<file path="config.mk">
export PLATFORM = sky130hd
export DESIGN_NAME = bf_sdf_stage
export DESIGN_NICKNAME = d
export VERILOG_FILES = /design/src/rtl/fft_pkg.sv /design/src/rtl/sdf_delay_line.sv /design/src/rtl/bf_sdf_stage.sv
export SDC_FILE = /design/constraint.sdc
export NUM_CORES = 1
export LEC_CHECK = 0
export ABC_AREA = 1
export CELL_PAD_IN_SITES_DETAIL_PLACEMENT = 0
export CELL_PAD_IN_SITES_GLOBAL_PLACEMENT = 1
export CORE_MARGIN = 4
export CORE_UTILIZATION = 53
export DETAILED_ROUTE_END_ITERATION = 7
export HOLD_SLACK_MARGIN = 0.05
export MAX_ROUTING_LAYER = met4
export PLACE_DENSITY_LB_ADDON = 0.3
export SYNTH_ARGS = -nofsm -noshare
export SYNTH_HDL_FRONTEND = slang
export SYNTH_SLANG_ARGS = --single-unit
</file>
<file path="constraint.sdc">
create_clock -name clk -period 6.8 [get_ports clk]
set_input_delay 0.68 -clock clk [delete_from_list [all_inputs] [get_ports clk]]
set_output_delay 0.68 -clock clk [all_outputs]
set_load 0.01 [all_outputs]
</file>
<file path="src/rtl/fft_pkg.sv">
// Shared FFT datapath definitions: default widths, complex word type, index
// width helper and the round-half-away-from-zero halving used downstream.
package fft_pkg;

  localparam int IW_DEF = 8;
  localparam int OW_DEF = 9;

  typedef struct packed {
    logic signed [OW_DEF-1:0] re;
    logic signed [OW_DEF-1:0] im;
  } cplx_t;

  function automatic int idx_w(input int depth);
    return (depth > 1) ? $clog2(depth) : 1;
  endfunction

  // Halve with rounding half away from zero, working on the magnitude.
  function automatic int rnd_shr1(input int v);
    return (v >= 0) ? ((v + 1) >>> 1) : -((-v + 1) >>> 1);
  endfunction

endpackage

</file>
<file path="src/rtl/sdf_delay_line.sv">
// Circular-RAM delay line of DEPTH words; one pointer serves read and write,
// so rd_data is the word written DEPTH enabled cycles ago.
module sdf_delay_line
  import fft_pkg::*;
#(
  parameter int DEPTH = 16,
  parameter int W     = 18,
  localparam int AW   = idx_w(DEPTH)
) (
  input  logic         clk,
  input  logic         rstn,
  input  logic         en,
  input  logic [W-1:0] wr_data,
  output logic [W-1:0] rd_data
);

  logic [W-1:0]  mem_q [DEPTH];
  logic [AW-1:0] ptr_q;

  assign rd_data = mem_q[ptr_q];

  always_ff @(posedge clk) begin
    if (en) mem_q[ptr_q] <= wr_data;
  end

  always_ff @(posedge clk or negedge rstn) begin
    if (!rstn)   ptr_q <= '0;
    else if (en) ptr_q <= ptr_q + AW'(1);
  end

endmodule

</file>
<file path="src/rtl/bf_sdf_stage.sv">
// Radix-2 SDF butterfly stage feeding the twiddle multiplier.
// Define BF_SCALE_EN to halve every output (round half away from zero).
module bf_sdf_stage
  import fft_pkg::*;
#(
  parameter int DEPTH = 16,
  parameter int IW    = IW_DEF,
  parameter int OW    = OW_DEF,
  localparam int KW   = idx_w(DEPTH)
) (
  input  logic                 clk,
  input  logic                 rstn,
  input  logic                 in_valid,
  input  logic signed [IW-1:0] in_r,
  input  logic signed [IW-1:0] in_i,
  output logic                 out_valid,
  output logic signed [OW-1:0] out_r,
  output logic signed [OW-1:0] out_i,
  output logic [KW-1:0]        tw_idx,
  output logic                 frame_start
);

  localparam int CW = KW + 1;
  localparam logic [CW-1:0] CNT_LAST = CW'(2 * DEPTH - 1);

  function automatic logic signed [OW-1:0] scale_out(input logic signed [OW-1:0] v);
`ifdef BF_SCALE_EN
    int t;
    t = rnd_shr1(int'(v));
    return t[OW-1:0];
`else
    return v;
`endif
  endfunction

  logic [CW-1:0]        cnt_q;
  logic                 primed_q;
  logic                 vld_q;
  logic                 fs_q;
  logic [KW-1:0]        tw_q;
  logic signed [OW-1:0] re_q;
  logic signed [OW-1:0] im_q;

  logic                 phase_b;
  logic signed [OW-1:0] x_r, x_i, a_r, a_i;
  logic signed [OW-1:0] sum_r, sum_i, dif_r, dif_i;
  logic [2*OW-1:0]      dl_rd, dl_wr;

  assign phase_b = cnt_q[KW];
  assign x_r     = {{(OW-IW){in_r[IW-1]}}, in_r};
  assign x_i     = {{(OW-IW){in_i[IW-1]}}, in_i};
  assign a_r     = $signed(dl_rd[2*OW-1:OW]);
  assign a_i     = $signed(dl_rd[OW-1:0]);
  assign sum_r   = a_r + x_r;
  assign sum_i   = a_i + x_i;
  assign dif_r   = a_r - x_r;
  assign dif_i   = a_i - x_i;
  // Phase A parks the raw sample; phase B parks the difference for the next frame.
  assign dl_wr   = phase_b ? {dif_r, dif_i} : {x_r, x_i};

  sdf_delay_line #(.DEPTH(DEPTH), .W(2*OW)) u_dl (
    .clk     (clk),
    .rstn    (rstn),
    .en      (in_valid),
    .wr_data (dl_wr),
    .rd_data (dl_rd)
  );

  always_ff @(posedge clk or negedge rstn) begin
    if (!rstn) begin
      cnt_q    <= '0;
      primed_q <= 1'b0;
      vld_q    <= 1'b0;
      fs_q     <= 1'b0;
      tw_q     <= '0;
      re_q     <= '0;
      im_q     <= '0;
    end else begin
      vld_q <= 1'b0;
      fs_q  <= 1'b0;
      if (in_valid) begin
        cnt_q <= cnt_q + CW'(1);
        if (cnt_q == CNT_LAST) primed_q <= 1'b1;
        if (phase_b) begin
          re_q  <= scale_out(sum_r);
          im_q  <= scale_out(sum_i);
          tw_q  <= '0;
          vld_q <= 1'b1;
          fs_q  <= (cnt_q[KW-1:0] == '0);
        end else begin
          re_q  <= scale_out(a_r);
          im_q  <= scale_out(a_i);
          tw_q  <= cnt_q[KW-1:0];
          vld_q <= primed_q;
          fs_q  <= primed_q && (cnt_q[KW-1:0] == '0);
        end
      end
    end
  end

  assign out_valid   = vld_q;
  assign out_r       = re_q;
  assign out_i       = im_q;
  assign tw_idx      = tw_q;
  assign frame_start = fs_q;

endmodule
</file>
Word level (Yosys, flattened, before mapping)
Memory sizes are Yosys's and may differ from the RTL's.
Cells that the tools add are included.

word-level totals
  register bits after elaboration = 34
  memory bits (writable) = 288
  input bits = 19
  output and inout port bits = 24
  word-level logic and storage cells = 29
  memories kept = 1

memories
  memory      depth  bits a word  read ports  clocked after memory_dff  write ports  line                  text
  u_dl.mem_q  16     18           1           0                         1            sdf_delay_line.sv:17  logic [W-1:0] mem_q [DEPTH];

cells by class
  add/subtract/negate cells = 6
  equality and inequality tests = 1
  muxes and demuxes = 10
  reductions and logical operators = 3

operators by type and width
  kind                                          number
  adder 9 x 8 -> 9 bit                          2
  2-to-1 mux 18 bit                             1
  2-to-1 mux 9 bit                              2
  subtractor 9 x 8 -> 9 bit                     2
  2-to-1 mux 1 bit                              6
  adder 5 x 1 -> 5 bit (second input constant)  1
  equality test 5 bit (second input constant)   1
  adder 4 x 1 -> 4 bit (second input constant)  1
  zero test 4 bit                               1
  2-to-1 mux 4 bit                              1
  AND reduction 2 bit                           1
  logical AND 1 bit                             1

Logic depth before layout (Yosys ltp)
Gate-level depths: netlist (run 1).

  depth in word-level cells = 4
  mapped depth = 21
  depth with buffers taken out = 19

Cells and area by module
A second synthesis (run 1) with hierarchy kept.

unflattened totals
  cell total of the unflattened synthesis = 1,806
  area total of the unflattened synthesis = 16,036.6 um2

by module, submodules not included
  module          instances  cells each  area each (um2)  seq. area each (um2)
  sdf_delay_line  1          1,340       12,977.4         8,748.4
  bf_sdf_stage    1          466         3,059.2          750.7

Least setup slack after synthesis (run 1)
No wires, ideal clock.

  kind = register -> register
  start point = reg u_dl.ptr_q[0]
  end point = mem u_dl.mem_q[0][16] (data pin)
  setup time = 0.330 ns
  data arrival time = 3.129 ns
  data required time = 6.470 ns
  setup slack = 3.341 ns
  cell stages (with the launch flop) = 17
  buffers on the path = 4
  clock period less this slack = 3.459 ns
  path through = dfrtp_1 buf_4 buf_6 buf_2 o21ai_0 o22ai_1 nand2_1 nand4_1 ha_1 buf_2 a21oi_1 nand2_1 a21oi_1 nor2_1 o21ai_0 a21oi_1 o21ai_0

on the way
  word-level cells in the longest chain between the ends = 3

RTL lines
  item                       line                  text
  start, declared            sdf_delay_line.sv:18  logic [AW-1:0] ptr_q;
  start signal, assigned     sdf_delay_line.sv:28  else if (en) ptr_q <= ptr_q + AW'(1);
  memory (16 x 18 bit)       --
  subtractor 9 x 8 -> 9 bit  bf_sdf_stage.sv:56    assign dif_r = a_r - x_r;
  2-to-1 mux 18 bit          bf_sdf_stage.sv:59    assign dl_wr = phase_b ? {dif_r, dif_i} : {x_r, x_i};
  net dl_wr[16]              bf_sdf_stage.sv:47    logic [2*OW-1:0] dl_rd, dl_wr;
  end, declared              sdf_delay_line.sv:17

The timed path passes the listed nets, and every way through them passes these cells.

Worst setup path after layout (run 1)
  start point = reg u_dl.ptr_q[0]
  end point = mem u_dl.mem_q[10][8] (data pin)

on the way
  word-level cells in the longest chain between the ends = 3

RTL lines
  item                       line                text
  memory (16 x 18 bit)       --
  subtractor 9 x 8 -> 9 bit  bf_sdf_stage.sv:57  assign dif_i = a_i - x_i;
  2-to-1 mux 18 bit          bf_sdf_stage.sv:59
  net dl_wr[8]               bf_sdf_stage.sv:47

The timed path passes the listed nets, and every way through them passes these cells.

==> results of run 1 <==
## kinds of logic (layout without fill, tap and decap cells)
family                   Yosys count  count (layout)
AO/OA/AOI/OAI                    275             275
XOR/XNOR                          11              11
adder cells (fa/ha/maj)           48              48
buffers and inverters            173             237
flip-flops                       322             322
AND/OR/NAND/NOR                  510             510
## synth_stat cells (8+ instances only)
cell type / instances / area share
buf_4: 8 / 0.0041
nand4_1: 15 / 0.0065
a21oi_1: 27 / 0.0093
ha_1: 44 / 0.038
dfrtp_1: 34 / 0.059
xor2_1: 10 / 0.0060
o21ai_0: 135 / 0.046
inv_1: 102 / 0.026
clkbuf_1: 19 / 0.0049
buf_2: 31 / 0.011
o22ai_1: 60 / 0.026
nor2_1: 180 / 0.046
o21ai_1: 37 / 0.013
nand3_1: 47 / 0.016
edfxtp_1: 288 / 0.59
nand2_1: 251 / 0.065
## per-layer routing
layer,routed length [um],vias up,share of wire,global-route usage
met5,0,-,0,-
met4,615,0,0.017,0.0538
met3,2990,55,0.082,0.0390
met2,17200,424,0.47,0.389
met1,15500,4837,0.43,0.335
li1,-,4727,-,-
## registers in the layout, indices dropped and copies added, names as in the netlist
name / cells
u_dl.mem_q: 288
out_r: 9
out_i: 9
cnt_q: 5
frame_start: 1
u_dl.ptr_q: 4
tw_idx: 4
out_valid: 1
primed_q: 1
## stage by stage
stage,cell area (sq um),total power [mW],instances,hold WS [ns]
finish,16400,8.51,1744,0.280
global route,16400,9.09,1744,0.340
CTS,16400,8.50,1744,0.289
detailed placement,15300,6.78,1683,0.439
global placement,15300,6.72,1683,0.434
floorplan,14500,5.59,1339,0.384
## how the worst min path moves through the flow
| stage | startpoint | to | slack (ns) | cells past startpoint |
|---|---|---|---|---|
| finish | rstn | out_r[8]$_DFFE_PN0P_ | 0.28 | 1 |
| global route | rstn | out_i[0]$_DFFE_PN0P_ | 0.34 | 1 |
| CTS | rstn | out_i[0]$_DFFE_PN0P_ | 0.29 | 1 |
| detailed placement | primed_q$_DFFE_PN0P_ | primed_q$_DFFE_PN0P_ | 0.44 | 2 |
| global placement | primed_q$_DFFE_PN0P_ | primed_q$_DFFE_PN0P_ | 0.43 | 2 |
| floorplan | rstn | cnt_q[0]$_DFFE_PN0P_ | 0.38 | 0 |
## power by group through the flow
stage / clock, mW / combinational, mW / sequential, mW
floorplan: 0 / 2.63 / 2.96
global placement: 0 / 3.72 / 3.01
detailed placement: 0 / 3.77 / 3.01
CTS: 1.73 / 3.79 / 2.97
global route: 1.83 / 4.26 / 3.00
finish: 1.72 / 3.81 / 2.97
## final cells by class
| class | count | area (sq um) | share of cell area |
|---|---|---|---|
| inverters | 108 | 408 | 0.0249 |
| clock buffers | 44 | 931 | 0.0569 |
| clock inverters | 17 | 100 | 0.00612 |
| multi-input cells | 844 | 4370 | 0.267 |
| repair buffers | 68 | 611 | 0.0373 |
| well taps | 341 | 427 | 0.0261 |
| flip-flops and latches | 322 | 9500 | 0.581 |
==> impl_results.md, run 1 <==
* Status: finished clean
* Initial Util at 0.539
* First-pass GRT wire length at 55.0 mm
* Syn. warnings at 0
* GRT Util Overall at 0.243
* Xor and xnor fraction of the mapped netlist area at 0.00663
* Slowest stage delay, CP at approximately 0.9 ns
* EDFF count, synth at 288
* TritonCTS Buffers at 35
* Worst R2R Setup Slack at roughly 1.9 ns
* Pre-CTS setup slack at 2.05 ns
* Cells after Synth at 1,339
* Total iterations of the first detailed-routing run at 5
* Seq pwr share at 0.350
* Post-synthesis register bit count at 322
* Post-synthesis compound-gate area fraction at 0.103
* Worst endpoint data arrival time at 5.03 ns
* H-tree levels at 2
* Initial DRC Count at approximately 1,200
* Post-Synth Adder-Cell Area at 0.0434
* CP Max Fanout at between 80 and 90
* Clk sinks at approximately 320
* DRC errors left at 0
* MaxCap Viol Count at 0
* Setup bufs post-CTS at 0
* Vias in the first global route at about 9,200
* I/O pin count at 43
* CP endpoint: u_dl.mem_q[10][8]$_DFFE_PP_
* Measured slew at the worst slew-check pin at 1.31 ns
* Placer Congestion at 0.816
* Fin crit period at 4.86 ns
* Die height at roughly 170 um
* Post-CTS sizing at 0
* Critical path class: reg2reg
* Fillers at 2,125
* Largest net degree at the start of global routing at 84
* Crit. End Element: flop
* Unique cell type count in the Yosys netlist at 39
* Routed WL per cell at 20.8 um
* Post-synthesis mux area share at 0
* Nets at 1,446
* Most common cell after layout, fill and taps aside: edfxtp_1
* Final Hold Fails at 0
* Vias per inst at 5.76
* Register area share after synthesis at 0.654
* ANT nets after route at 0
* Mapped Area at around 0.015 sq mm
* Logic pwr share at 0.448
* Sum Neg Setup Slack at 0 ns
* Crit path cell chain: buf_4 > o21ai_0 > o22ai_1 > nand2_1 > nand4_1 > inv_2 > ha_1 > fa_1 > inv_1 > nand2_1 > nand2_1 > nand2_1 > nand2_1 > nand2_1 > o211ai_1 > a21oi_1 > o21ai_1
* Worst-case reg-to-reg path depth at 17
* Initial antenna violation count at 0
* Peak VDD IR at 0.000227 V
* Post-CTS Hold Buffers at 0
* N_diodes at 0
* Slowest-stage cell, CP: dfrtp_4
* Final Cycle Share at 0.714
* Clock transition at the registers of the reported paths at 0.06 ns
* Port bufs at 42
* Cell Rows at 60
* Hpwl dp at 20.7 mm
* Clock power frac at 0.202
* Die X at around 170 um
* R2r startpoint: u_dl.ptr_q[0]$_DFFE_PN0P_
* Largest family of logic cells by synthesized area: simple AND/OR/NAND/NOR gates
* Core area at 0.0270 sq mm
* Synth Area in Simple Gates at 0.142
* Slew Limit Fails at 0
* CP Buf/Inv Count at 3
* Final worst slack at ~1.9 ns
* Reg2reg end: u_dl.mem_q[10][8]$_DFFE_PP_
* Total number of cells along the worst setup path at 17
* CTS tree: yes
* Net Sw Power at between 3 and 4 mW
* Wirelength, routed at 36.3 mm
* Clock Tree Buf Depth at 3
* CP dominant cell by count: nand2_1
* Power Density at 520 mW/mm^2
* Worst rel slew slack at 0.126
* FMAX at 0.206 GHz
* Syn_area_per_cell at between 10 and 15 sq um
* Share of cells above drive strength 1 at 0.0777
* Final setup fails at 0
* Final core occ at 0.607
* Worst Setup SP: u_dl.ptr_q[0]$_DFFE_PN0P_
* Hold Path Class: in2async
* Routed via count at 10,000
* Setup Skew at 0.0189 ns
* Sw Ratio at 0.417
* Top FF cell, synth: edfxtp_1
* Static Leak at approximately 6.2 nW
* RSZ-0062 raised after global routing: no
* P_int at 4.96 mW
* GR Overflow Total at 0
* WP data required at 6.97 ns
* Net Count, Synth at between 1,000 and 1,500
* Top delay family on crit path: compound AO/OA/AOI/OAI gates
* Root Buffer: clkbuf_16
* Total Die Area at about 0.03 sq mm
* Commonest non-fill, non-tap cells in the layout: edfxtp_1, nand2_1, nor2_1
* Clk_lat worst skew at 0.52 ns
* Async SR Flop Fraction at 0.106
* Crit start category: flop
* Layout overhead on the synthesized area at 12.5%
Power figures use the tool's default switching activity.
==> inputs of run 2 (changes only) <==
--- a/config.mk
+++ b/config.mk
@@ -9,7 +9,7 @@
 export CELL_PAD_IN_SITES_DETAIL_PLACEMENT = 0
 export CELL_PAD_IN_SITES_GLOBAL_PLACEMENT = 1
 export CORE_MARGIN = 4
-export CORE_UTILIZATION = 53
+export CORE_UTILIZATION = 45
 export DETAILED_ROUTE_END_ITERATION = 7
 export HOLD_SLACK_MARGIN = 0.05
 export MAX_ROUTING_LAYER = met4
==> constraint.sdc (replaced) <==
create_clock -name clk -period 4.2 [get_ports clk]
set_input_delay 0.42 -clock clk [delete_from_list [all_inputs] [get_ports clk]]
set_output_delay 0.42 -clock clk [all_outputs]
set_load 0.01 [all_outputs]
==> impl_results.md, run 2 (same netlist as run 1, synthesis figures left out) <==
* Measured slew at the worst slew-check pin at approximately 1.2 ns
* Worst endpoint data arrival time at between 3 and 4 ns
* Hold Path Class: reg2reg
* Final Hold Fails at 0
* Routed via count at 10,000
* Most common cell after layout, fill and taps aside: edfxtp_1
* Vias per inst at 5.44
* Worst-case reg-to-reg path depth at 17
* DRC errors left at 0
* Power Density at between 800 and 900 mW/mm^2
* Placer Congestion at just over 0.8
* Die X at 188 um
* MaxCap Viol Count at 0
* Port bufs at 42
* Nets at 1,486
* Hpwl dp at 23.8 mm
* Share of cells above drive strength 1 at 0.102
* Worst rel slew slack at 0.181
* H-tree levels at 2
* Cell Rows at between 60 and 70
* Crit. End Element: flop
* Total power at 14.1 mW
* Largest reg by FF count: u_dl.mem_q
* Setup Skew at 0.0181 ns
* Core area at 0.0317 sq mm
* Crit path cell chain: buf_4 > o21ai_1 > o22ai_1 > nand2_1 > nand4_1 > inv_2 > ha_1 > fa_1 > inv_1 > nand2_1 > nand2_1 > nand2_1 > nand2_1 > nand2_1 > o211ai_1 > a21oi_1 > o21ai_1
* DP Cell Count at 1,783
* Critical path class: reg2reg
* CP Max Fanout at 31
* Max reg flops at between 200 and 300
* Vias in the first global route at between 9,000 and 10,000
* ANT nets after route at 0
* WP data required at 4.37 ns
* Slowest stage delay, CP at 0.77 ns
* Layout overhead on the synthesized area at 15.5%
* Setup bufs post-CTS at 0
* Top delay family on crit path: compound AO/OA/AOI/OAI gates
* Wirelength, routed at 37.4 mm
* Fin crit period at 3.79 ns
* Status: finished clean
* CP dominant cell by count: nand2_1
* Final worst slack at 0.412 ns
* Root Buffer: clkbuf_16
* Initial antenna violation count at 0
* Pre-CTS setup slack at between 0.4 and 0.5 ns
* GRT Util Overall at 0.216
* RSZ-0062 raised after global routing: no
* Slowest-stage cell, CP: o21ai_1
* TritonCTS Buffers at 35
* Total number of cells along the worst setup path at 17
* Non-Filler Instances at 1,845
* Die height at 188 um
* First-pass GRT wire length at roughly 57 mm
* FMAX at 0.264 GHz
* Peak VDD IR at just under 0.0003 V
* Slew Limit Fails at 0
* CTS tree: yes
* Sum Neg Setup Slack at 0 ns
* Clock Tree Buf Depth at 3
* Initial Util at 0.458
* FF+latch area at between 0.009 and 0.01 sq mm
* Largest net degree at the start of global routing at approximately 80
* Total Die Area at between 0.03 and 0.04 sq mm
* N_diodes at 0
* Fillers at roughly 2,700
* Clk sinks at 322
* Commonest non-fill, non-tap cells in the layout: edfxtp_1, nand2_1, nor2_1
* Static Leak at 6.42 nW
* Total iterations of the first detailed-routing run at 5
* Clk_lat worst skew at 0.52 ns
* I/O pin count at 43
* Multi-input gate area at 0.00432 sq mm
* GR Overflow Total at 0
* Final Cycle Share at 0.902
* Crit start category: flop
* Routed WL per cell at just over 20 um
* CP Buf/Inv Count at 3
* Clock transition at the registers of the reported paths at about 0.060 ns
* Final setup fails at 0
* Initial DRC Count at 786
* WHS Path Cells at 2
## run 2: cell type report
class,count,area share
well taps,402,0.0300
multi-input cells,844,0.257
inverters,108,0.0243
clock buffers,46,0.0559
clock inverters,15,0.00537
flip-flops and latches,322,0.566
repair buffers,108,0.0611
## run 2: final timing paths
| path | to | startpoint | slack, ns |
|---|---|---|---|
| setup / recovery | u_dl.mem_q[6][8]$_DFFE_PP_ | u_dl.ptr_q[0]$_DFFE_PN0P_ | 0.41 |
| hold / removal | out_r[7]$_DFFE_PN0P_ | out_r[7]$_DFFE_PN0P_ | 0.48 |
| setup reg to reg | u_dl.mem_q[6][8]$_DFFE_PP_ | u_dl.ptr_q[0]$_DFFE_PN0P_ | 0.41 |
| hold reg to reg | out_r[7]$_DFFE_PN0P_ | out_r[7]$_DFFE_PN0P_ | 0.48 |
| max in group asynchronous | u_dl.ptr_q[0]$_DFFE_PN0P_ | rstn | 3.06 |
| min in group asynchronous | out_i[6]$_DFFE_PN0P_ | rstn | 0.53 |
## run 2: layer usage
metal,track usage,wire [um],vias to the layer above,share of wire
li1,-,-,4808,-
met1,0.289,16400,4853,0.44
met2,0.346,17700,302,0.47
met3,0.0326,2280,66,0.061
met4,0.0632,971,0,0.026
met5,-,0,-,0
## run 2: repair_timing
item	CTS	global route
hold buffers	1	0
resized for setup	0	0
hold endpoints to repair	34	0
## run 2: metrics by stage
stage,hold slack (ns),util,instance area [sq um]
5_1_grt,0.504,0.529,16800
3_5_place_dp,0.467,0.497,15800
6_report,0.475,0.529,16800
4_1_cts,0.481,0.529,16800
2_1_floorplan,0.124,-,14500
3_3_place_gp,0.438,0.497,15800
## run 2: power breakdown
part	total [mW]	switching [mW]	leakage (nW)	internal, mW
clock network	2.78	1.20	0.494	1.58
registers	4.75	0.210	3.02	4.54
logic	6.61	4.39	2.91	2.22
total	14.1	5.80	6.42	8.34
## run 2: worst reg2reg max path, cell delays in order, from the launching register on
cell      delay, ns
dfrtp_4        0.53
buf_4          0.35
o21ai_1        0.12
o22ai_1        0.17
nand2_1        0.07
nand4_1        0.17
inv_2          0.06
ha_1           0.21
fa_1           0.39
inv_1          0.08
nand2_1        0.06
nand2_1        0.06
nand2_1        0.05
nand2_1        0.13
nand2_1        0.07
o211ai_1       0.11
a21oi_1        0.06
o21ai_1        0.77
==> inputs of run 3 (changes only) <==
--- a/config.mk
+++ b/config.mk
@@ -6,6 +6,7 @@
 export NUM_CORES = 1
 export LEC_CHECK = 0
 export ABC_AREA = 1
+export CAP_MARGIN = 20
 export CELL_PAD_IN_SITES_DETAIL_PLACEMENT = 0
 export CELL_PAD_IN_SITES_GLOBAL_PLACEMENT = 1
 export CORE_MARGIN = 4
==> impl_results.md, run 3 (same netlist as run 1, synthesis figures left out) <==
* Status: finished clean
* Worst Setup SP: u_dl.ptr_q[1]$_DFFE_PN0P_
* Initial antenna violation count at 0
* Die height at between 150 and 200 um
* Core area at 0.0317 sq mm
* H-tree levels at 2
* Vias per inst at 5.45
* RSZ-0062 raised after global routing: no
* Slew Limit Fails at 0
* Final core occ at 0.532
* I/O pin count at 43
* Cell Rows at 65
* Clock transition at the registers of the reported paths at 0.06 ns
* Max reg flops at ~290
* Clock Tree Buf Depth at 3
* Worst rel slew slack at 0.445
* Power Density at 848 mW/mm^2
* Routed via count at 10,100
* DRC errors left at 0
* Routed WL per cell at 20.3 um
* Area after DPL at 0.0158 sq mm
* CP Max Fanout at 21
* N_diodes at 0
* Static Leak at 6.46 nW
* Critical path class: reg2reg
* Share of cells above drive strength 1 at 0.108
* Final Hold Fails at 0
* Wirelength, routed at 37.5 mm
* ANT nets after route at 0
* Final worst slack at between 0.4 and 0.5 ns
* Peak VDD IR at between 0.0003 and 0.0004 V
* Crit. End Element: flop
* FMAX at 0.265 GHz
* Setup bufs post-CTS at 0
* Port bufs at 42
* Setup Skew at 0.0215 ns
* GRT Util Overall at 0.216
* Final Cycle Share at 0.898
* Clk_lat worst skew at roughly 0.52 ns
* Placer Congestion at 0.806
* Commonest non-fill, non-tap cells in the layout: edfxtp_1, nand2_1, nor2_1
* Fin crit period at around 3.8 ns
* Nets at approximately 1,500
* First-pass GRT wire length at 57.5 mm
* Root Buffer: clkbuf_16
* Most common cell after layout, fill and taps aside: edfxtp_1
* Largest net degree at the start of global routing at 79
* MaxCap Viol Count at 0
* CP endpoint: u_dl.mem_q[15][15]$_DFFE_PP_
* Fillers at 2,754
* Worst endpoint data arrival time at 4.12 ns
* Hold Path Class: reg2reg
* Die X at roughly 190 um
* Worst R2R Setup Slack at roughly 0.43 ns
* Final setup fails at 0
* Pre-CTS setup slack at about 0.37 ns
* Sum Neg Setup Slack at 0 ns
* Layout overhead on the synthesized area at 16.1%
* Total Die Area at 0.0352 sq mm
* Vias in the first global route at 9,774
* Reg2reg end: u_dl.mem_q[15][15]$_DFFE_PP_
* Post-route cell area at 0.0169 sq mm
* Initial Util at 0.458
* GR Overflow Total at 0
* Measured slew at the worst slew-check pin at 0.833 ns
* Crit start category: flop
* Largest reg by FF count: u_dl.mem_q
* Initial DRC Count at roughly 840
* Worst-case reg-to-reg path depth at 18
* Hpwl dp at 23.8 mm
* CTS tree: yes
* Clk sinks at 322
* R2r startpoint: u_dl.ptr_q[1]$_DFFE_PN0P_
* WP data required at between 4 and 5 ns
* TritonCTS Buffers at 34
* Total iterations of the first detailed-routing run at 5
## run 3: how the worst min path moves through the flow
stage	from	endpoint	slack (ns)	cells past startpoint
global route	out_r[7]$_DFFE_PN0P_	out_r[7]$_DFFE_PN0P_	0.50	2
finish	out_r[7]$_DFFE_PN0P_	out_r[7]$_DFFE_PN0P_	0.48	2
global placement	primed_q$_DFFE_PN0P_	primed_q$_DFFE_PN0P_	0.44	2
floorplan	rstn	cnt_q[0]$_DFFE_PN0P_	0.12	0
CTS	out_r[7]$_DFFE_PN0P_	out_r[7]$_DFFE_PN0P_	0.48	2
detailed placement	out_r[7]$_DFFE_PN0P_	out_r[7]$_DFFE_PN0P_	0.47	2
## run 3: power by group
| part | internal [mW] | switching [mW] |
|---|---|---|
| clock network | 1.68 | 1.20 |
| registers | 4.53 | 0.209 |
| logic | 2.25 | 4.43 |
## run 3: layer usage
metal / GRT usage / up-vias / part of all wire
li1: - / 4815 / -
met1: 0.292 / 4886 / 0.45
met2: 0.348 / 316 / 0.47
met3: 0.0335 / 52 / 0.058
met4: 0.0545 / 0 / 0.021
met5: - / - / 0
## run 3: area by class of cell
cell class              instances  area, sq um  share of cell area
clock buffers                  44          920              0.0545
clock inverters                18          161             0.00957
inverters                     108          408              0.0242
multi-input cells             844         4320               0.256
flip-flops and latches        322         9500               0.563
well taps                     402          503              0.0298
repair buffers                111         1050              0.0622
## run 3: critical path, stage by stage (launching register included)
cell and delay [ns]:
dfrtp_2 0.43, inv_2 0.30, buf_4 0.34, o21ai_0 0.13
o22ai_1 0.17, nand2_1 0.07, nand4_1 0.25, inv_2 0.07
ha_1 0.22, fa_1 0.40, inv_1 0.10, nand3_1 0.07
nand2_1 0.14, nand2_1 0.08, nand2_1 0.06, a21oi_1 0.06
xor2_1 0.15, o21ai_0 0.27, buf_4 0.27
## run 3: repair_timing
| item | 4_1_cts | 5_1_grt |
|---|---|---|
| gates resized for setup | 0 | 1 |
| endpoints found under the hold margin | 34 | 0 |
| endpoints found under the setup margin | 0 | 16 |
| hold buffers | 1 | 0 |
## run 3: through the flow
stage               total power [mW]  hold WS [ns]  std cells
floorplan                       9.05         0.124       1339
global placement                11.4         0.438       1783
detailed placement              11.4         0.466       1784
CTS                             14.3         0.481       1847
global route                    15.3         0.502       1849
finish                          14.3         0.481       1849
